[src/rtl/debug_pkg.sv]
// Shared types and constants for the debug/loader controller.
package debug_pkg;

  // Top-level controller states
  typedef enum logic [2:0] {
    StLoad,
    StWaitCmd,
    StRun,
    StDumpPc,
    StDumpReg,
    StDumpMem,
    StDone
  } state_e;

  // Per-word dump sequencing: address out, data latch/start, wait for serializer
  typedef enum logic [1:0] {
    PhAddr,
    PhLatch,
    PhWait
  } phase_e;

  // Word serializer states
  typedef enum logic [1:0] {
    TxIdle,
    TxWait,
    TxGap
  } tx_state_e;

  localparam logic [7:0] CMD_RUN = 8'h00;
  localparam logic [7:0] CMD_STEP = 8'h01;
  localparam logic [5:0] HALT_OPCODE = 6'b111111;
  localparam int unsigned BYTES_PER_WORD = 4;

endpackage

[src/rtl/debug_word_tx.sv]
// Serializes one word into bytes (LSB first) over the UART tx handshake:
// drive byte + one-cycle start pulse, wait for tx done, one idle cycle, next byte.
module debug_word_tx #(
  parameter int unsigned DATA_WIDTH      = 32,
  parameter int unsigned DATA_WIDTH_UART = 8
) (
  input  logic                       i_clock,
  input  logic                       i_reset,
  input  logic                       i_start,
  input  logic [DATA_WIDTH-1:0]      i_word,
  output logic                       o_busy,
  output logic                       o_word_done,
  output logic                       o_tx_signal,
  output logic [DATA_WIDTH_UART-1:0] o_tx_data,
  input  logic                       i_tx_done
);
  import debug_pkg::*;

  tx_state_e                  r_state;
  logic [1:0]                 r_byte_idx;
  logic [DATA_WIDTH-1:0]      r_word;
  logic                       r_tx_signal;
  logic [DATA_WIDTH_UART-1:0] r_tx_data;
  logic                       r_word_done;

  // Byte sequencer; r_word is shifted down so the next byte is always at [2*U-1:U]
  always_ff @(posedge i_clock) begin
    if (i_reset) begin
      r_state     <= TxIdle;
      r_byte_idx  <= '0;
      r_word      <= '0;
      r_tx_signal <= 1'b0;
      r_tx_data   <= '0;
      r_word_done <= 1'b0;
    end else begin
      r_tx_signal <= 1'b0;
      r_word_done <= 1'b0;
      unique case (r_state)
        TxIdle: begin
          if (i_start) begin
            r_word      <= i_word;
            r_tx_data   <= i_word[DATA_WIDTH_UART-1:0];
            r_tx_signal <= 1'b1;
            r_byte_idx  <= '0;
            r_state     <= TxWait;
          end
        end
        TxWait: begin
          if (i_tx_done) begin
            if (r_byte_idx == 2'(BYTES_PER_WORD - 1)) begin
              r_word_done <= 1'b1;
              r_state     <= TxIdle;
            end else begin
              r_state <= TxGap;
            end
          end
        end
        TxGap: begin
          r_byte_idx  <= r_byte_idx + 2'd1;
          r_tx_data   <= r_word[2*DATA_WIDTH_UART-1:DATA_WIDTH_UART];
          r_word      <= r_word >> DATA_WIDTH_UART;
          r_tx_signal <= 1'b1;
          r_state     <= TxWait;
        end
        default: r_state <= TxIdle;
      endcase
    end
  end

  assign o_busy      = (r_state != TxIdle);
  assign o_word_done = r_word_done;
  assign o_tx_signal = r_tx_signal;
  assign o_tx_data   = r_tx_data;

endmodule

[src/rtl/debug_unit.sv]
// Debug/loader controller between the UART core and the MIPS pipeline.
// Loads instructions from rx bytes, runs the CPU to halt, then dumps PC,
// registers and data memory over tx. Optional single-step command is
// enabled by defining DEBUG_STEP_MODE_EN.
module debug_unit #(
  parameter int unsigned DATA_WIDTH      = 32,
  parameter int unsigned DATA_WIDTH_UART = 8,
  parameter int unsigned IMEM_ADDR_WIDTH = 8,
  parameter int unsigned NB_REGS         = 32,
  parameter int unsigned NB_MEM_WORDS    = 32
) (
  input  logic                       i_clock,
  input  logic                       i_reset,
  input  logic                       i_rx_done,
  input  logic [DATA_WIDTH_UART-1:0] i_rx_data,
  input  logic                       i_tx_done,
  output logic                       o_tx_signal,
  output logic [DATA_WIDTH_UART-1:0] o_tx_data,
  output logic                       o_imem_we,
  output logic [IMEM_ADDR_WIDTH-1:0] o_imem_addr,
  output logic [DATA_WIDTH-1:0]      o_imem_data,
  output logic                       o_cpu_reset,
  output logic                       o_cpu_enable,
  input  logic                       i_halt,
  input  logic [DATA_WIDTH-1:0]      i_pc,
  output logic [4:0]                 o_reg_addr,
  input  logic [DATA_WIDTH-1:0]      i_reg_data,
  output logic [4:0]                 o_mem_addr,
  input  logic [DATA_WIDTH-1:0]      i_mem_data,
  output logic                       o_done
);
  import debug_pkg::*;

  localparam int unsigned ShiftWidth = DATA_WIDTH - DATA_WIDTH_UART;
  localparam logic [IMEM_ADDR_WIDTH:0] LastWord = {1'b0, {IMEM_ADDR_WIDTH{1'b1}}};

  state_e                     r_state;
  phase_e                     r_phase;
  logic [1:0]                 r_byte_cnt;
  logic [ShiftWidth-1:0]      r_shift;
  logic [IMEM_ADDR_WIDTH:0]   r_word_cnt;
  logic                       r_imem_we;
  logic [IMEM_ADDR_WIDTH-1:0] r_imem_addr;
  logic [DATA_WIDTH-1:0]      r_imem_data;
  logic [DATA_WIDTH-1:0]      r_pc;
  logic [DATA_WIDTH-1:0]      r_tx_word;
  logic                       r_tx_start;
  logic [4:0]                 r_idx;
`ifdef DEBUG_STEP_MODE_EN
  logic                       r_step;
  logic                       r_step_halt;
`endif

  logic [DATA_WIDTH-1:0]      w_word;
  logic                       w_word_is_halt;
  logic [DATA_WIDTH-1:0]      w_dump_word;
  logic                       w_dump_last;
  state_e                     w_next_state;
  logic                       w_tx_busy;
  logic                       w_word_done;

  // First three bytes sit in r_shift (little-endian); the 4th arrives live
  assign w_word         = {i_rx_data, r_shift};
  assign w_word_is_halt = (w_word[DATA_WIDTH-1 -: 6] == HALT_OPCODE);

  // Dump source selection, last-word detect and successor state per dump section
  always_comb begin
    w_dump_word  = i_mem_data;
    w_dump_last  = 1'b1;
    w_next_state = StDone;
    unique case (r_state)
      StDumpPc: begin
        w_dump_word  = r_pc;
        w_next_state = StDumpReg;
      end
      StDumpReg: begin
        w_dump_word  = i_reg_data;
        w_dump_last  = (r_idx == 5'(NB_REGS - 1));
        w_next_state = StDumpMem;
      end
      StDumpMem: begin
        w_dump_last = (r_idx == 5'(NB_MEM_WORDS - 1));
`ifdef DEBUG_STEP_MODE_EN
        if (r_step && !r_step_halt) w_next_state = StWaitCmd;
`endif
      end
      default: ;
    endcase
  end

  // Main controller FSM
  always_ff @(posedge i_clock) begin
    if (i_reset) begin
      r_state     <= StLoad;
      r_phase     <= PhAddr;
      r_byte_cnt  <= '0;
      r_shift     <= '0;
      r_word_cnt  <= '0;
      r_imem_we   <= 1'b0;
      r_imem_addr <= '0;
      r_imem_data <= '0;
      r_pc        <= '0;
      r_tx_word   <= '0;
      r_tx_start  <= 1'b0;
      r_idx       <= '0;
`ifdef DEBUG_STEP_MODE_EN
      r_step      <= 1'b0;
      r_step_halt <= 1'b0;
`endif
    end else begin
      r_imem_we  <= 1'b0;
      r_tx_start <= 1'b0;
      unique case (r_state)
        StLoad: begin
          if (i_rx_done) begin
            r_shift    <= {i_rx_data, r_shift[ShiftWidth-1:DATA_WIDTH_UART]};
            r_byte_cnt <= r_byte_cnt + 2'd1;
            if (r_byte_cnt == 2'(BYTES_PER_WORD - 1)) begin
              r_imem_we   <= 1'b1;
              r_imem_addr <= r_word_cnt[IMEM_ADDR_WIDTH-1:0];
              r_imem_data <= w_word;
              r_word_cnt  <= r_word_cnt + 1'b1;
              if (w_word_is_halt || r_word_cnt == LastWord) r_state <= StWaitCmd;
            end
          end
        end
        StWaitCmd: begin
          if (i_rx_done) begin
            if (i_rx_data == CMD_RUN) begin
              r_state <= StRun;
`ifdef DEBUG_STEP_MODE_EN
            end else if (i_rx_data == CMD_STEP) begin
              r_state <= StRun;
              r_step  <= 1'b1;
`endif
            end
          end
        end
        StRun: begin
`ifdef DEBUG_STEP_MODE_EN
          // A step allows exactly one enabled cycle, then dumps
          if (r_step) begin
            r_pc        <= i_pc;
            r_step_halt <= i_halt;
            r_phase     <= PhAddr;
            r_state     <= StDumpPc;
          end else
`endif
          if (i_halt) begin
            r_pc    <= i_pc;
            r_phase <= PhAddr;
            r_state <= StDumpPc;
          end
        end
        StDumpPc, StDumpReg, StDumpMem: begin
          unique case (r_phase)
            // Address (r_idx) is already presented; read data is valid next cycle
            PhAddr: r_phase <= PhLatch;
            PhLatch: begin
              if (!w_tx_busy) begin
                r_tx_word  <= w_dump_word;
                r_tx_start <= 1'b1;
                r_phase    <= PhWait;
              end
            end
            PhWait: begin
              if (w_word_done) begin
                r_phase <= PhAddr;
                if (w_dump_last) begin
                  r_idx   <= '0;
                  r_state <= w_next_state;
`ifdef DEBUG_STEP_MODE_EN
                  if (r_state == StDumpMem) r_step <= 1'b0;
`endif
                end else begin
                  r_idx <= r_idx + 5'd1;
                end
              end
            end
            default: r_phase <= PhAddr;
          endcase
        end
        StDone: ;
        default: r_state <= StLoad;
      endcase
    end
  end

  debug_word_tx #(
    .DATA_WIDTH     (DATA_WIDTH),
    .DATA_WIDTH_UART(DATA_WIDTH_UART)
  ) u_word_tx (
    .i_clock    (i_clock),
    .i_reset    (i_reset),
    .i_start    (r_tx_start),
    .i_word     (r_tx_word),
    .o_busy     (w_tx_busy),
    .o_word_done(w_word_done),
    .o_tx_signal(o_tx_signal),
    .o_tx_data  (o_tx_data),
    .i_tx_done  (i_tx_done)
  );

  assign o_imem_we    = r_imem_we;
  assign o_imem_addr  = r_imem_addr;
  assign o_imem_data  = r_imem_data;
  assign o_cpu_reset  = (r_state == StLoad);
  // Combinational so the cycle in which halt is raised is never clocked
  assign o_cpu_enable = (r_state == StRun) & ~i_halt;
  assign o_reg_addr   = r_idx;
  assign o_mem_addr   = r_idx;
  assign o_done       = (r_state == StDone);

endmodule

[config.mk]
export PLATFORM = sky130hd
export DESIGN_NAME = debug_unit
export DESIGN_NICKNAME = d
export VERILOG_FILES = /design/src/rtl/debug_pkg.sv /design/src/rtl/debug_word_tx.sv /design/src/rtl/debug_unit.sv
export SDC_FILE = /design/constraint.sdc
export NUM_CORES = 1
export LEC_CHECK = 0
export CORE_MARGIN = 2
export CORE_UTILIZATION = 45
export DETAILED_ROUTE_END_ITERATION = 8
export GPL_TIMING_DRIVEN = 0
export PLACE_DENSITY = 0.82
export SLEW_MARGIN = 15
export SYNTH_ARGS = -nofsm -noshare
export SYNTH_HDL_FRONTEND = slang
export SYNTH_SLANG_ARGS = --single-unit
[constraint.sdc]
create_clock -name i_clock -period 2.77 [get_ports i_clock]
set_clock_uncertainty 0.15 [all_clocks]
set_input_delay 0.554 -clock i_clock [delete_from_list [all_inputs] [get_ports i_clock]]
set_output_delay 0.554 -clock i_clock [all_outputs]
set_load 0.05 [all_outputs]
Word level (Yosys, flattened, before mapping)
Cells that the tools add are included.
{"block": "op_classes", "bitwise_logic": 10, "n_eq_ne": 28, "n_addsub": 4, "reduce_logical": 22, "n_mux": 34}
{"cell": "32-bit one-hot mux with 2 select lines", "count": 2}
{"cell": "32-bit 2-to-1 mux", "count": 1}
{"cell": "3-bit 2-to-1 mux", "count": 9}
{"cell": "2-bit inequality test, second input constant", "count": 8}
{"cell": "8-bit one-hot mux with 2 select lines", "count": 1}
{"cell": "3-bit one-hot mux with 5 select lines", "count": 1}
{"cell": "2-bit 2-to-1 mux", "count": 7}
{"cell": "2-bit one-hot mux with 2 select lines", "count": 3}
{"cell": "2-bit one-hot mux with 3 select lines", "count": 2}
{"cell": "3-bit OR reduction", "count": 4}
{"cell": "10-bit AND reduction", "count": 1}
{"cell": "9-bit by 1-bit adder with 9-bit output, second input constant", "count": 1}
{"cell": "3-bit == test, second input constant", "count": 3}
{"cell": "9-bit by 8-bit == test with 1-bit output, second input constant", "count": 1}
{"cell": "1-bit NOT", "count": 9}
{"cell": "3-bit AND reduction", "count": 3}
{"cell": "2-bit == test, second input constant", "count": 4}
{"cell": "8-bit logical NOT", "count": 1}
{"cell": "8-bit 2-to-1 mux", "count": 1}
{"cell": "2-bit AND reduction", "count": 4}
{"cell": "3-bit by 2-bit == test with 1-bit output, second input constant", "count": 2}
{"cell": "6-bit == test, second input constant", "count": 1}
{"cell": "2-bit by 1-bit inequality test with 1-bit output, second input constant", "count": 3}
{"cell": "2-bit nonzero test", "count": 3}
{"cell": "16 further kinds", "count": 23}
{"block": "totals", "input_bits": 109, "reg_bits": 197, "word_cells": 116}

Logic depth before layout (Yosys ltp)
Gate-level depths: netlist of the first run.
{"block": "depth", "word_depth": 7, "depth_mapped": 9, "ltp_nobuf": 9}

Hierarchy
A second synthesis of the first run with hierarchy kept.
{"block": "unflattened", "cells_unflattened": 928, "area_unflattened_um2": 8209.1}
{"module": "debug_unit", "area_each_um2": 6198.4, "n_inst": 1, "seq_area_each_um2": 3022.9, "cells_each": 746}
{"module": "debug_word_tx", "area_each_um2": 2010.7, "n_inst": 1, "seq_area_each_um2": 760.7, "cells_each": 182}

Worst setup path before layout of the first run
No wires, ideal clock.
{"block": "synth_timing", "path_kind": "reg2out", "startpoint": "register r_state[1]", "endpoint": "output o_cpu_enable", "stages_incl_launch_ff": 4, "arrival_time_ps": 2198, "slack_ps": -132, "path_cell_list": "dfxtp_1 buf_2 inv_1 nor4_1"}
{"block": "synth_between", "elab_chain_cells": 2}
{"element": "from (decl)", "line": "debug_unit.sv:37", "source": "state_e r_state;"}
{"element": "from (signal assigned)", "line": "debug_unit.sv:94", "source": "r_state <= StLoad;"}
{"element": "from (signal assigned)", "line": "debug_unit.sv:123", "source": "if (w_word_is_halt || r_word_cnt == LastWord) r_state <= StWaitCmd;"}
{"element": "from (signal assigned)", "line": "debug_unit.sv:130", "source": "r_state <= StRun;"}
{"element": "3-bit by 2-bit == test with 1-bit output", "line": "debug_unit.sv:209", "source": "assign o_cpu_enable = (r_state == StRun) & ~i_halt;"}
{"element": "1-bit bitwise AND", "line": "debug_unit.sv:209"}
{"element": "to (decl)", "line": "debug_unit.sv:23", "source": "output logic o_cpu_enable,"}
No other way between the ends.

Final worst setup path of the first run
{"block": "layout_timing", "startpoint": "register r_state[1]", "endpoint": "output o_done"}
{"block": "layout_between", "elab_chain_cells": 1}
{"element": "3-bit == test", "line": "debug_unit.sv:212", "source": "assign o_done = (r_state == StDone);"}
{"element": "to (decl)", "line": "debug_unit.sv:30", "source": "output logic o_done"}
No other way between the ends.

==> flow_metrics.py, run 1 <==
metrics = {
    "worst_hold_path": {
        "hold_start": "o_imem_addr[7]",
        "hp-class": "reg2reg",
        "hold_end": "o_imem_addr[7]",
        "hold_depth": 2,
    },
    "logic_synthesis": {
        "ys_top_cells_by_area": "dfxtp_1, nand2_1, a21oi_1",
        "synthFlopType": "dfxtp_1",
        "yosysTopAreaCell": "dfxtp_1",
        "syn_inst": 954,
        "synth.avg_cell_area_um2": 8.134,
        "synth_top_area_share": 0.4876,
        "syn_nets": 1069,
        "synth.yosys.seq_area_share": 0.4876,
        "synthArstFlopShare": 0,
        "ys_ff_latch": 189,
        "synth_edf_count": 0,
        "synth_cell_type_count": 48,
        "synth_area_um2": 7760,
        "yosysWarnings": 0,
    },
    "place": {
        "io_buffer_count": 170,
        "dp_hpwl_mm": 16.86,
        "gp_congestion": 0.8809,
    },
    "grt": {
        "grt_pass1_wl_mm": 35.67,
        "grt_overflow": 0,
        "track_usage": 0.2486,
        "grt_pass1_vias": 7068,
        "grt_start_max_net_pins": 18,
        "antenna_found_initial": 0,
    },
    "worst_setup_path": {
        "timing.rr.end": "r_state[2]",
        "arrival_ns": 1.93,
        "reg2reg_from": "o_mem_addr[0]",
        "worstSetupEndpointType": "primary output",
        "r2r_slack_ns": 0.34,
        "crit_required_ns": 2.07,
        "critPathLaunchType": "flip-flop",
        "critical_path_class": "reg2out",
        "reg2reg_depth": 7,
        "crit_fanout": 10,
    },
    "routing": {
        "routed_wl_mm": 22.64,
        "antenna_left": 0,
        "drt_iter0_drc": 683,
        "viasPerCell": 5.437,
        "vias": 7508,
        "drc_errors": 0,
        "drt_pass1_iterations": 5,
        "wire_per_inst_um": 16.40,
    },
    "clock_network": {
        "clk_latency_ns": 0.43,
        "path_clk_slew_ns": 0.07,
        "clock_sinks": 189,
        "numCtsBuffers": 17,
        "root_buffer": "clkbuf_16",
        "clock_path_buffers": 2,
        "cts_tree": "built",
        "htreeDepth": 4,
    },
    "layout": {
        "nets": 1258,
        "syn_to_final_growth_pct": 32.91,
        "regArea_um2": 3784,
        "multi_input_area_um2": 3511,
        "drive_gt1_frac": 0.08564,
        "diodes": 0,
        "finish.utilization": 0.6047,
        "n_fill_cell": 1490,
    },
    "die": {
        "dieArea_um2": 18310,
        "num_rows": 48,
        "io_pins": 172,
        "chipHeight_um": 135.3,
        "start_util": 0.4550,
        "die_x_um": 135.3,
        "core-area_um2": 17060,
    },
    "power_and_ir_drop": {
        "powerDensity_nw_per_um2": 527.3,
        "ir_drop_v": 0.0005052,
        "p_leak_nw": 3.530,
        "power_mw": 5.438,
    },
    "outcome": {
        "status": "finished clean",
    },
    "job": {
        "drv_cap": 0,
    },
    "sta": {
        "tightest_slew_ns": 0.6985,
        "fmax_mhz": 380.4,
        "hold_viol_final": 0,
        "period_needed_ns": 2.629,
        "finalSetupTns_ns": 0,
        "rsz0062_at_grt": "false",
        "final-setup-viol-count": 0,
        "drv_slew": 0,
        "timing.final.crit_share": 0.9492,
        "slew_headroom": 0.5344,
    },
}
[cell usage in the layout, fill, tap and decap left out, types with 4 or more instances in the layout]
master	count
a21oi_1	116
a22oi_1	32
a311oi_1	36
a311oi_2	20
and2_1	4
and3_1	4
buf_2	20
buf_4	16
clkbuf_1	52
clkbuf_16	17
clkdlybuf4s50_1	167
dfxtp_1	189
ha_1	6
inv_1	8
nand2_1	294
nand3_1	14
nor2_1	81
nor3_1	4
o21ai_0	6
xor2_1	4
[cell families (layout without fill, tap and decap cells)]
logic type | count (synthesis) | in the layout | share of synthesized area
compound gates | 225 | 225 | 0.2065
xor+xnor | 6 | 6 | 0.006772
fa+ha+maj | 6 | 6 | 0.009674
buf+inv | 99 | 301 | 0.06079
flops | 189 | 189 | 0.4876
mux | 3 | 3 | 0.003870
simple gates | 426 | 426 | 0.2248
[synthesized netlist by cell type (6+ instances only)]
cell type and instances:
a311oi_2 20, nand3_1 14, nand2_1 294, nor2_1 81, clkbuf_1 51, buf_2 20, buf_4 16, a21oi_1 116
dfxtp_1 189, o21ai_0 6, a22oi_1 32, inv_1 8, a311oi_1 36, ha_1 6
[per-layer routing]
metal / track usage / vias to the layer above / part of all wire
met5: 0 / - / 0
met4: 0.09896 / 0 / 0.030
met3: 0.04901 / 56 / 0.054
met2: 0.4100 / 273 / 0.47
met1: 0.3210 / 3539 / 0.44
li1: - / 3640 / -
[critical path, cell delays in order (launching register included)]
cell	delay, ns
dfxtp_1	0.43
buf_2	0.28
nand2_1	0.10
nor2_1	0.13
dlygate4sd2_1	0.55
[state kept, by name, summed over array words and instances, names as in the netlist, 3 cells and up]
name and count:
o_mem_addr 5, r_tx_word 32, r_word_cnt 9, r_shift 24
r_state 3, o_imem_addr 8, u_word_tx.r_word 32, r_pc 32
o_imem_data 32
[stage by stage]
| stage | setup WS [ns] | cell area, µm² | instances | hold slack (ns) |
|---|---|---|---|---|
| after floorplan | 0.1092 | 7766 | 954 | 0.2822 |
| after detailed placement | -0.03531 | 9749 | 1349 | 0.2947 |
| final | 0.1408 | 10310 | 1381 | 0.3052 |
| after global routing | 0.03483 | 10310 | 1381 | 0.3216 |
| after global placement | -0.01523 | 9749 | 1349 | 0.2871 |
| after CTS | 0.1299 | 10310 | 1381 | 0.3055 |
[final cells by class]
type	count	share of cell area
Inverter	8	0.002912
Multi-Input combinational cell	666	0.3404
Clock buffer	18	0.04161
Sequential cell	189	0.3669
Buffer	91	0.04282
Clock inverter	14	0.01322
Timing Repair Buffer	170	0.1649
Tap cell	225	0.02730
[power by group]
part           leakage [nW]  total, mW  switching (mW)  internal, mW
Sequential             1.52       2.75          0.0137          2.73
Combinational          1.73      0.313           0.147         0.167
Clock                 0.273       2.38            1.12          1.26
[worst max-delay path by stage]
stage,from,endpoint,cells after the start,slack (ns)
after floorplan,r_state[2],r_shift[10],6,0.11
after global placement,i_halt,o_cpu_enable,3,-0.02
after detailed placement,i_halt,o_cpu_enable,3,-0.04
after CTS,r_state[1],o_done,4,0.13
after global routing,r_state[1],o_done,4,0.03
final,r_state[1],o_done,4,0.14
[what timing repair did]
item                                    CTS  global route
buffers inserted                          0             0
hold buffers                              0             0
gates resized for setup                   6             0
endpoints found under the setup margin    3             0
Power figures use the tool's default switching activity.
==> run 2, diff against run 1 <==
==> constraint.sdc (replaced) <==
create_clock -name i_clock -period 2.77 [get_ports i_clock]
set_clock_uncertainty 0.15 [all_clocks]
set_input_delay 0.831 -clock i_clock [delete_from_list [all_inputs] [get_ports i_clock]]
set_output_delay 0.831 -clock i_clock [all_outputs]
set_load 0.05 [all_outputs]
==> flow_metrics.py, run 2 (synthesis gave the netlist of run 1 again) <==
metrics = {
    "place": {
        "dp_hpwl_mm": 16.86,
        "io_buffer_count": 170,
        "gp_congestion": 0.8809,
        "placedInstanceArea_um2": 9749,
        "post-place-ws_ns": -0.5893,
    },
    "routing": {
        "wire_per_inst_um": 16.37,
        "routed_wl_mm": 22.60,
        "drt_iter0_drc": 742,
        "viasPerCell": 5.437,
        "drc_errors": 0,
        "vias": 7508,
        "drt_pass1_iterations": 5,
        "antenna_left": 0,
    },
    "clock_network": {
        "holdBufCountCts": 0,
        "clock_path_buffers": 2,
        "path_clk_slew_ns": 0.07,
        "numCtsBuffers": 17,
        "htreeDepth": 4,
        "clock_sinks": 189,
        "cts_tree": "built",
        "clk_latency_ns": 0.44,
        "root_buffer": "clkbuf_16",
    },
    "grt": {
        "track_usage": 0.2485,
        "antenna_found_initial": 0,
        "grt_pass1_wl_mm": 35.67,
        "grt_pass1_vias": 7068,
        "grt_start_max_net_pins": 18,
        "grt_overflow": 0,
    },
    "power_and_ir_drop": {
        "clkPwrFrac": 0.437,
        "swShare": 0.2346,
        "powerDensity_nw_per_um2": 526.9,
        "p_seq_frac": 0.505,
        "pwr-share-comb": 0.058,
        "ir_drop_v": 0.0005102,
        "p_leak_nw": 3.594,
        "power.internal_mw": 4.160,
        "power_mw": 5.436,
        "p_switching_mw": 1.276,
    },
    "worst_setup_path": {
        "critPathBufInv": 1,
        "arrival_ns": 1.70,
        "critPathCapture": "o_mem_addr[1]",
        "critPathLaunch": "o_mem_addr[1]",
        "critPathLaunchType": "flip-flop",
        "worstSetupEndpointType": "primary output",
        "reg2reg_from": "o_mem_addr[0]",
        "reg2reg_depth": 7,
        "critical_path_class": "reg2out",
        "r2r_slack_ns": 0.34,
        "crit_required_ns": 1.79,
        "cp_cell_sequence": "clkdlybuf4s50_1",
        "path_depth": 1,
        "crit_family": "buffers and inverters",
        "timing.rr.end": "r_state[2]",
        "crit_fanout": 5,
        "cp_slowest_stage_delay_ns": 0.85,
        "slowest_stage": "clkdlybuf4s50_1",
    },
    "sta": {
        "rsz0062_at_grt": "false",
        "final-setup-viol-count": 0,
        "tightest_slew_ns": 0.7007,
        "timing.final.crit_share": 0.9670,
        "drv_slew": 0,
        "fmax_mhz": 373.3,
        "hold_viol_final": 0,
        "finalSetupTns_ns": 0,
        "fin_ws_ns": 0.09150,
        "period_needed_ns": 2.678,
        "slew_headroom": 0.5329,
    },
    "layout": {
        "mostFrequentLayoutCells": "nand2_1, dfxtp_1, clkdlybuf4s50_1, a21oi_1, nor2_1",
        "diodes": 0,
        "stdcell_area_um2": 10320,
        "final_common_cell": "nand2_1",
        "nets": 1258,
        "syn_to_final_growth_pct": 32.94,
        "drive_gt1_frac": 0.08824,
        "finish.utilization": 0.6048,
    },
    "die": {
        "chipHeight_um": 135.3,
        "start_util": 0.4550,
        "num_rows": 48,
        "die_x_um": 135.3,
        "io_pins": 172,
        "dieArea_um2": 18310,
        "core-area_um2": 17060,
    },
    "outcome": {
        "status": "finished clean",
    },
    "job": {
        "drv_cap": 0,
    },
    "worst_hold_path": {
        "hp-class": "reg2reg",
    },
}
[run 2: cell types whose count changed in the layout (fill, tap and decap cells not counted)]
| cell | change |
|---|---|
| clkdlybuf4s50_1 | -6 |
| dfxtp_1 | -1 |
| buf_4 | +1 |
| dlymetal6s2s_1 | +3 |
| dfxtp_2 | +1 |
| dlygate4sd2_1 | +1 |
| clkbuf_4 | +1 |
[run 2: layout make-up]
class / count / area, µm²
fill: 1489 / 6740
clock inverter: 14 / 136.4
inverter: 8 / 30.03
multi-input combinational: 666 / 3511
buffer: 91 / 444.2
clock buffer: 18 / 429.2
sequential: 189 / 3785
tap: 225 / 281.5
timing repair buffer: 170 / 1699
[run 2: what timing repair did]
action,4_1_cts,5_1_grt
pin swaps,0,0
gates resized for setup,17,7
setup endpoints to repair,6,4
buffers inserted,0,0
[run 2: per-layer routing]
| metal | up-vias | share of wire | global-route usage |
|---|---|---|---|
| li1 | 3639 | - | - |
| met1 | 3527 | 0.43 | 0.3200 |
| met2 | 284 | 0.48 | 0.4100 |
| met3 | 58 | 0.063 | 0.05013 |
| met4 | 0 | 0.030 | 0.09896 |
| met5 | - | 0 | 0 |
[run 2: power by group through the flow]
stage	Clock, mW	Combinational (mW)	Sequential (mW)
final	2.38	0.313	2.75
after global routing	2.52	0.334	2.75
after CTS	2.39	0.311	2.75
after detailed placement	0	0.308	2.81
after global placement	0	0.308	2.81
after floorplan	0	0.0968	2.81
[run 2: metrics by stage]
step | hold slack [ns] | instances
2_1_floorplan | 0.2822 | 954
4_1_cts | 0.3055 | 1381
3_5_place_dp | 0.2947 | 1349
6_report | 0.3052 | 1381
5_1_grt | 0.3216 | 1381
3_3_place_gp | 0.2871 | 1349
[run 2: worst min path at each step]
| stage | startpoint | end | slack [ns] | cells after the start |
|---|---|---|---|---|
| floorplan | r_shift[0] | o_imem_data[0] | 0.28 | 2 |
| global placement | r_tx_word[28] | u_word_tx.r_word[28] | 0.29 | 2 |
| detailed placement | r_tx_word[28] | u_word_tx.r_word[28] | 0.29 | 2 |
| CTS | o_imem_data[22] | o_imem_data[22] | 0.31 | 2 |
| global route | r_tx_word[28] | u_word_tx.r_word[28] | 0.32 | 2 |
| finish | o_imem_addr[7] | o_imem_addr[7] | 0.31 | 2 |
[run 2: worst min-delay path: cells and delay by family (launching register included)]
| family | cells | cell delay, ns |
|---|---|---|
| AOI/OAI and AO/OA | 1 | 0.05 |
| and+or+nand+nor | 1 | 0.05 |
| DFF | 1 | 0.31 |
==> run 3, diff against run 2 <==
--- a/config.mk
+++ b/config.mk
@@ -5,6 +5,7 @@
 export SDC_FILE = /design/constraint.sdc
 export NUM_CORES = 1
 export LEC_CHECK = 0
+export ABC_AREA = 1
 export CORE_MARGIN = 2
 export CORE_UTILIZATION = 45
 export DETAILED_ROUTE_END_ITERATION = 8
==> flow_metrics.py, run 3 <==
metrics = {
    "sta": {
        "timing.final.crit_share": 0.9837,
        "finalSetupTns_ns": 0,
        "slew_headroom": 0.5268,
        "hold_viol_final": 0,
        "period_needed_ns": 2.725,
        "rsz0062_at_grt": "false",
        "fmax_mhz": 367.0,
        "final-setup-viol-count": 0,
        "tightest_slew_ns": 0.7097,
        "drv_slew": 0,
    },
    "die": {
        "die_x_um": 136.2,
        "core-area_um2": 17180,
        "num_rows": 48,
        "io_pins": 172,
        "chipHeight_um": 136.2,
        "dieArea_um2": 18550,
        "start_util": 0.4578,
    },
    "grt": {
        "track_usage": 0.2580,
        "antenna_found_initial": 0,
        "grt_pass1_wl_mm": 37.47,
        "grt_start_max_net_pins": 22,
        "grt_overflow": 0,
        "grt_pass1_vias": 7569,
    },
    "clock_network": {
        "root_buffer": "clkbuf_16",
        "clk_latency_ns": 0.44,
        "holdBufCountCts": 0,
        "clock_path_buffers": 2,
        "numCtsBuffers": 17,
        "cts_tree": "built",
        "clock_sinks": 189,
        "htreeDepth": 4,
        "path_clk_slew_ns": 0.08,
    },
    "worst_setup_path": {
        "timing.rr.end": "r_state[0]",
        "slowest_stage": "clkdlybuf4s50_1",
        "worstSetupEndpointType": "primary output",
        "critical_path_class": "in2out",
        "critPathLaunch": "i_halt",
        "cp_cell_sequence": "clkdlybuf4s50_1 -> inv_2 -> nand2_1 -> inv_1 -> buf_6",
        "reg2reg_depth": 12,
        "crit_family": "buffers and inverters",
        "arrival_ns": 1.74,
        "r2r_slack_ns": 0.75,
        "cp_slowest_stage_delay_ns": 0.50,
        "reg2reg_from": "o_mem_addr[0]",
        "critPathBufInv": 4,
        "critPathLaunchType": "input port",
        "crit_fanout": 3,
        "crit_required_ns": 1.79,
    },
    "layout": {
        "mostFrequentLayoutCells": "nand2_1, dfxtp_1, clkdlybuf4s50_1, o21ai_0, a21oi_1",
        "syn_to_final_growth_pct": 32.93,
        "final_common_cell": "nand2_1",
        "fin_cells": 1488,
        "finish.utilization": 0.6085,
        "drive_gt1_frac": 0.07522,
        "diodes": 0,
        "stdcell_area_um2": 10450,
        "nets": 1365,
    },
    "logic_synthesis": {
        "synth.avg_cell_area_um2": 7.411,
        "synthTopCellsByCount": "nand2_1, dfxtp_1, o21ai_0, a21oi_1, nor2_1",
        "synth_top_area_share": 0.4812,
        "ys_ff_latch": 189,
        "ys_top_cells_by_area": "dfxtp_1, nand2_1, o21ai_0",
        "synthFlopType": "dfxtp_1",
        "yosysWarnings": 0,
        "synthArstFlopShare": 0,
        "synth.yosys.seq_area_share": 0.4812,
        "syn_inst": 1061,
        "yosysTopAreaCell": "dfxtp_1",
        "synth_edf_count": 0,
        "post-synth-top-count-cell": "nand2_1",
        "synth_cell_type_count": 31,
        "synth_area_um2": 7863,
        "syn_nets": 1176,
    },
    "routing": {
        "wire_per_inst_um": 15.76,
        "viasPerCell": 5.319,
        "vias": 7915,
        "routed_wl_mm": 23.45,
        "drt_iter0_drc": 699,
        "drt_pass1_iterations": 5,
        "antenna_left": 0,
        "drc_errors": 0,
    },
    "power_and_ir_drop": {
        "power_mw": 5.675,
        "ir_drop_v": 0.0004555,
        "p_leak_nw": 4.000,
        "powerDensity_nw_per_um2": 542.9,
    },
    "worst_hold_path": {
        "hold_end": "r_pc[21]",
        "hp-class": "reg2reg",
        "hold_depth": 2,
        "hold_start": "r_pc[21]",
    },
    "job": {
        "drv_cap": 0,
    },
    "place": {
        "dpl.cell_count": 1456,
        "io_buffer_count": 170,
        "placedInstanceArea_um2": 9846,
        "dp_hpwl_mm": 17.19,
        "gp_congestion": 0.8854,
    },
    "outcome": {
        "status": "finished clean",
    },
}
==> run 3: final cells by class <==
| cell class | count | area (µm²) |
|---|---|---|
| timing repair buffer | 170 | 1695 |
| clock buffer | 17 | 425.4 |
| buffer | 82 | 419.2 |
| sequential | 189 | 3784 |
| multi-input combinational | 726 | 3416 |
| inverter | 64 | 244.0 |
| fill | 1541 | 6725 |
| tap | 225 | 281.5 |
| clock inverter | 15 | 186.4 |
==> run 3: kinds of logic (layout without fill, tap and decap cells) <==
family,count (synthesis),in the layout,share of synthesized area
xor+xnor,1,1,0.001114
buf+inv,146,348,0.08434
compound gates,271,271,0.1798
simple gates,448,448,0.2440
flops,189,189,0.4812
fa+ha+maj,6,6,0.009548
==> run 3: worst max-delay path by stage <==
stage,slack (ns),cells past startpoint,to
final,0.05,5,o_cpu_enable
after global routing,0.005,5,o_cpu_enable
after CTS,0.001,5,o_cpu_reset
after detailed placement,-0.59,5,o_cpu_enable
after global placement,-0.57,5,o_cpu_enable
after floorplan,0.47,3,o_cpu_enable
==> run 3: stage by stage <==
step           worst slack, ns  hold WS (ns)
5_1_grt               0.005399        0.3369
3_5_place_dp           -0.5852        0.2953
2_1_floorplan           0.4679        0.2745
4_1_cts               0.001324        0.3069
3_3_place_gp           -0.5748        0.2864
6_report               0.04526        0.3092
==> run 3: power by group <==
part / internal [mW] / switching (mW)
sequential: 2.75 / 0.0170
clock: 1.24 / 1.27
combinational: 0.199 / 0.198
==> run 3: timing repair <==
item,CTS,global route
setup buffers,0,0
resized for setup,12,4
gates cloned,0,0
setup endpoints to repair,6,3
==> run 3: tightest hold or removal path, delay by kind of cell (launching register included) <==
kind	cells	cell delay, ns
flops	1	0.30
buf+inv	1	0.06
compound gates	1	0.06
==> run 3: per-layer routing <==
layer,wire [µm],track usage,vias up,share of wire
met3,1741,0.06227,42,0.074
met1,9951,0.3229,3671,0.42
met2,11230,0.4333,319,0.48
li1,-,-,3883,-
met4,520,0.09086,0,0.022
met5,0,0,-,0
==> edit 1 (config.mk and constraints of run 1) <==
The option `DEBUG_STEP_MODE_EN` is turned on by a define.
--- a/src/rtl/debug_unit.sv
+++ b/src/rtl/debug_unit.sv
@@ -2,6 +2,8 @@
 // Loads instructions from rx bytes, runs the CPU to halt, then dumps PC,
 // registers and data memory over tx. Optional single-step command is
 // enabled by defining DEBUG_STEP_MODE_EN.
+`define DEBUG_STEP_MODE_EN
+
 module debug_unit #(
   parameter int unsigned DATA_WIDTH      = 32,
   parameter int unsigned DATA_WIDTH_UART = 8,
Behaviour: no difference found for any inputs over 4 cycles, from zero or initial values and one cycle with i_reset high; that may be too few to reach the edited logic, so the function may still have changed.
==> edit 1 against run 1 <==
- non-clock buffer count decreased by 3
- clock power increased by 11%
- global-route usage decreased by 0.71 points
- area after synthesis decreased by 1.1%
- setup slack improved by 0.13 ns
- design area decreased by 0.25%
- total power increased by 5.0%
- sequential share of layout area increased by 0.48 points
- first-iteration DRC count decreased by 6.3%
- synthesized cell count increased by 1.2%
- sequential cell count increased by 2
- routed wire length decreased by 3.7%
- critical endpoint is now r_pc[4]$_SDFFE_PP0P_
- largest cell class unchanged
- largest power group unchanged
==> edit 1: results (changes against run 1) <==
set qor(synth.area.mux_share) 0.00391 ;# was 0.00387
set qor(post-place-cells) 1355 ;# was 1349
set qor(ys_types) 47 ;# was 48
set qor(route.detailed.wl_per_inst_um) 15.7 ;# was 16.4 um
set qor(post_synth_xor_area_fraction) 0.0126 ;# was 0.00677
set qor(mappedNetlistNets) 1080 ;# was 1069
set qor(intPower_mw) 4.53 ;# was 4.16 mW
set qor(holdCritStartpoint) {o_imem_data[7]$_SDFFE_PP0P_} ;# was o_imem_addr[7]$_SDFFE_PP0P_
set qor(worst_ir_drop_vdd_v) 0.000489 ;# was 0.000505 V
set qor(critPathArrivalTime_ns) 2.70 ;# was 1.93 ns
set qor(power.clock.fraction) 0.461 ;# was 0.437
set qor(grt_start_max_net_pins) 17 ;# was 18
set qor(adder_cell_area_share_of_the_yosys_netlist) 0.00979 ;# was 0.00967
set qor(detailroute.wirelength.met3_um) 1350 ;# was 1230 um
set qor(synthTopCellsByCount) {sky130_fd_sc_hd__nand2_1, sky130_fd_sc_hd__dfxtp_1, sky130_fd_sc_hd__a21oi_1} ;# unchanged
set qor(gr-usage-met2) 0.393 ;# was 0.410
set qor(grt_pass1_wl_um) 34700 ;# was 35700 um
set qor(hpwlAfterDp_um) 15900 ;# was 16900 um
set qor(grtUsageMet3) 0.0544 ;# was 0.0490
set qor(combinational_cell_power_consumption_mw) 0.303 ;# was 0.313 mW
set qor(power_leakage_nw) 3.49 ;# was 3.53 nW
set qor(synth_compound_area_frac) 0.188 ;# was 0.207
set qor(run_status) {complete, no violations} ;# unchanged
set qor(avgSynthCellArea_um2) 7.95 ;# was 8.13 um2
set qor(via_per_inst) 5.36 ;# was 5.44
set qor(globalRouteTotalUtil) 0.241 ;# was 0.249
set qor(detailroute.wirelength.met2_um) 10300 ;# was 10700 um
set qor(synth_sequential_area_ratio) 0.498 ;# was 0.488
set qor(dr.pass1.iters) 6 ;# was 5
set qor(drt_wl_total_um) 21800 ;# was 22600 um
set qor(cp_slowest_stage_delay_ns) 0.46 ;# was 0.55 ns
set qor(fraction_of_layout_instances_using_a_drive_strength_above_1) 0.0523 ;# was 0.0856
set qor(cell_area_after_placement_mm2) 0.00965 ;# was 0.00975 mm2
set qor(fin_nets) 1269 ;# was 1258
[edit 1: changes by cell type in the layout (fill, tap and decap cells not counted), moves of 4 or more]
cell / before / now
sky130_fd_sc_hd__xnor2_1: 2 / 7
sky130_fd_sc_hd__clkbuf_1: 52 / 65
sky130_fd_sc_hd__nor2_1: 81 / 86
sky130_fd_sc_hd__nand2_1: 294 / 303
sky130_fd_sc_hd__inv_1: 8 / 4
sky130_fd_sc_hd__clkbuf_8: 0 / 4
sky130_fd_sc_hd__buf_2: 20 / 6
sky130_fd_sc_hd__a311oi_1: 36 / 57
sky130_fd_sc_hd__o21ai_0: 6 / 1
sky130_fd_sc_hd__a311oi_2: 20 / 0
[edit 1: path summary, 6_finish.rpt]
check                                     end  slack [ns]  cells past startpoint
setup / recovery         r_pc[4]$_SDFFE_PP0P_        0.27                      7
hold / removal    o_imem_data[7]$_SDFFE_PP0P_        0.30                      2
setup reg to reg         r_pc[4]$_SDFFE_PP0P_        0.27                      7
hold reg to reg   o_imem_data[7]$_SDFFE_PP0P_        0.30                      2
[edit 1: layout make-up]
class | count | area (um2)
clock buffer | 22 | 484
timing repair buffer | 170 | 1690
sequential | 191 | 3820
fill | 1448 | 6350
clock inverter | 10 | 158
buffer | 88 | 387
inverter | 4 | 15.0
tap | 220 | 275
multi-input combinational | 682 | 3450
[edit 1: stage by stage]
stage	power (mW)	setup WS, ns	utilization	setup TNS [ns]
CTS	5.72	0.00792	0.618	0
global route	5.85	0.0719	0.618	0
global placement	3.13	-0.0676	0.580	-0.0676
detailed placement	3.14	-0.0891	0.580	-0.0891
floorplan	2.93	0.397	-	0
finish	5.71	0.270	0.618	0
==> edit 2 (settings of run 1) <==
Without the edit above. Put a register stage on the output `o_tx_data`, cleared by the reset. The value now appears one clock later. The other outputs are not delayed to match.
--- a/src/rtl/debug_unit.sv
+++ b/src/rtl/debug_unit.sv
@@ -34,6 +34,8 @@
   localparam int unsigned ShiftWidth = DATA_WIDTH - DATA_WIDTH_UART;
   localparam logic [IMEM_ADDR_WIDTH:0] LastWord = {1'b0, {IMEM_ADDR_WIDTH{1'b1}}};
 
+  logic [DATA_WIDTH_UART-1:0] o_tx_data_d;
+
   state_e                     r_state;
   phase_e                     r_phase;
   logic [1:0]                 r_byte_cnt;
@@ -197,7 +199,7 @@
     .o_busy     (w_tx_busy),
     .o_word_done(w_word_done),
     .o_tx_signal(o_tx_signal),
-    .o_tx_data  (o_tx_data),
+    .o_tx_data  (o_tx_data_d),
     .i_tx_done  (i_tx_done)
   );
 
@@ -211,5 +213,13 @@
   assign o_mem_addr   = r_idx;
   assign o_done       = (r_state == StDone);
 
+  always_ff @(posedge i_clock) begin
+    if (i_reset) begin
+      o_tx_data <= '0;
+    end else begin
+      o_tx_data <= o_tx_data_d;
+    end
+  end
+
 endmodule
 
Check against the original RTL: no difference found for any inputs over 4 cycles, from zero or initial values and one cycle with i_reset high; that may be too few to reach the edited logic, so the function may still have changed.
==> edit 2 against run 1 <==
- setup slack worse by 0.0063 ns
- largest cell class unchanged
- critical path type unchanged
- critical endpoint unchanged
- total power is 3.6% higher
- design area is 1.7% higher
- area after synthesis is 2.0% higher
- sequential cell count is 8 higher
- global-route usage is 0.24 points lower
- routed wire length is 0.37% lower
- die area is 1.9% higher
==> edit 2: results (changes against run 1) <==
set qor(ys_types) 50 ;# was 48
set qor(drt_wl_total_um) 22600 ;# about the same
set qor(grt_start_max_net_pins) 20 ;# was 18
set qor(power_leakage_nw) 3.59 ;# was 3.53 nW
set qor(adder_cell_area_share_of_the_yosys_netlist) 0.00949 ;# was 0.00967
set qor(ff2ff_setup_slack_ns) 0.24 ;# was 0.34 ns
set qor(mappedNetlistNets) 1077 ;# was 1069
set qor(cell_area_after_placement_mm2) 0.00991 ;# was 0.00975 mm2
set qor(grt_pass1_wl_um) 35900 ;# was 35700 um
set qor(antenna_found_initial) 0 ;# unchanged
set qor(synth_area_leaders) {sky130_fd_sc_hd__dfxtp_1, sky130_fd_sc_hd__nand2_1, sky130_fd_sc_hd__a21oi_1, sky130_fd_sc_hd__a311oi_1, sky130_fd_sc_hd__a311oi_2} ;# was sky130_fd_sc_hd__dfxtp_1, sky130_fd_sc_hd__nand2_1, sky130_fd_sc_hd__a21oi_1, sky130_fd_sc_hd__a311oi_1, sky130_fd_sc_hd__nor2_1
set qor(gpl.final_weighted_congestion) 0.900 ;# was 0.881
set qor(worst_ir_drop_vdd_v) 0.000438 ;# was 0.000505 V
set qor(synth_compound_area_frac) 0.203 ;# was 0.207
set qor(cts-root-to-sink-buffers) 2 ;# unchanged
set qor(postSynthCellCount) 962 ;# was 954
set qor(fin_cells) 1390 ;# was 1381
set qor(dr.pass1.iters) 5 ;# unchanged
set qor(slew_headroom) 0.548 ;# was 0.534
set qor(via_count_of_the_first_global_routing_pass) 7171 ;# was 7068
set qor(multi_input_area_mm2) 0.00356 ;# was 0.00351 mm2
set qor(fraction_of_layout_instances_using_a_drive_strength_above_1) 0.0798 ;# was 0.0856
set qor(synthTopCellsByCount) {sky130_fd_sc_hd__nand2_1, sky130_fd_sc_hd__dfxtp_1, sky130_fd_sc_hd__a21oi_1} ;# unchanged
set qor(synth.area.mux_share) 0.00380 ;# was 0.00387
set qor(fillerInstances) 1446 ;# was 1490
set qor(dr_total_vias) 7598 ;# was 7508
set qor(run_status) {complete, no violations} ;# unchanged
set qor(switchingPower_mw) 1.34 ;# was 1.28 mW
set qor(worst_hold_path.endpoint) {o_imem_addr[5]$_SDFFE_PP0P_} ;# was o_imem_addr[7]$_SDFFE_PP0P_
set qor(holdCritStartpoint) {o_imem_addr[5]$_SDFFE_PP0P_} ;# was o_imem_addr[7]$_SDFFE_PP0P_
set qor(synth_sequential_area_ratio) 0.498 ;# was 0.488
set qor(top_area_cell_type_share_of_the_netlist_area) 0.498 ;# was 0.488
set qor(io_buffers) 171 ;# was 170
set qor(post_synth_xor_area_fraction) 0.00664 ;# was 0.00677
set qor(initialDrtViolationCount) 690 ;# was 683
set qor(globalRouteTotalUtil) 0.246 ;# was 0.249
[edit 2: cell types whose count changed after synthesis]
cell                       delta
sky130_fd_sc_hd__buf_1        +2
sky130_fd_sc_hd__buf_4        -8
sky130_fd_sc_hd__clkbuf_1     -2
sky130_fd_sc_hd__dfxtp_1      +8
sky130_fd_sc_hd__nor2_1       -1
sky130_fd_sc_hd__nor2_2       +1
sky130_fd_sc_hd__nor2b_1      +8
[edit 2: worst max path at each step]
stage                                 start                        to  slack [ns]  cells after the start
finish              r_state[1]$_SDFFE_PP0P_                    o_done        0.13                      4
global route        r_state[1]$_SDFFE_PP0P_                    o_done        0.09                      4
CTS                 r_state[1]$_SDFFE_PP0P_              o_cpu_enable        0.07                      4
detailed placement                   i_halt              o_cpu_enable       -0.14                      3
global placement                     i_halt              o_cpu_enable       -0.11                      3
floorplan           r_state[2]$_SDFFE_PP0P_  r_shift[22]$_SDFFE_PP0P_        0.11                      6
[edit 2: worst max-delay path, stage by stage (launching register included)]
cell	delay, ns
sky130_fd_sc_hd__dfxtp_1	0.43
sky130_fd_sc_hd__buf_2	0.28
sky130_fd_sc_hd__nand2_1	0.11
sky130_fd_sc_hd__nor2_1	0.11
sky130_fd_sc_hd__dlygate4sd2_1	0.57
[edit 2: kinds of logic (layout without fill, tap and decap cells)]
family,after synthesis,in the layout
flip-flops,197,197
adder cells (fa/ha/maj),6,6
AND/OR/NAND/NOR,434,434
AO/OA/AOI/OAI,225,225
XOR/XNOR,6,6
buffers and inverters,91,294
multiplexers,3,3
[edit 2: metrics by stage]
stage          total power [mW]  hold slack [ns]  worst slack (ns)
2_1_floorplan              3.03            0.282             0.109
3_3_place_gp               3.24            0.291            -0.106
3_5_place_dp               3.24            0.297            -0.143
4_1_cts                    5.66            0.304            0.0659
5_1_grt                    5.79            0.321            0.0881
6_report                   5.64            0.303             0.135
[edit 2: layout make-up]
class	instances	share of cell area
sequential	197	0.376
buffer	83	0.0364
multi-input combinational	674	0.340
inverter	8	0.00286
clock inverter	15	0.0155
tap	225	0.0268
timing repair buffer	171	0.162
clock buffer	17	0.0405
[edit 2: metal layers]
metal	GRT usage	vias up	part of all wire
li1	-	3677	-
met1	0.336	3551	0.44
met2	0.394	320	0.47
met3	0.0333	50	0.060
met4	0.0995	0	0.029
met5	0	-	0
[edit 2: power groups by stage]
stage          clock network, mW  logic [mW]  registers, mW
6_report                    2.45       0.319           2.86
2_1_floorplan                  0      0.0977           2.93
3_5_place_dp                   0       0.314           2.93
4_1_cts                     2.48       0.317           2.86
5_1_grt                     2.59       0.340           2.86
3_3_place_gp                   0       0.312           2.93
[edit 2: what timing repair did]
item,4_1_cts,5_1_grt
endpoints found under the hold margin,0,0
endpoints found under the setup margin,3,1
resized for setup,6,2
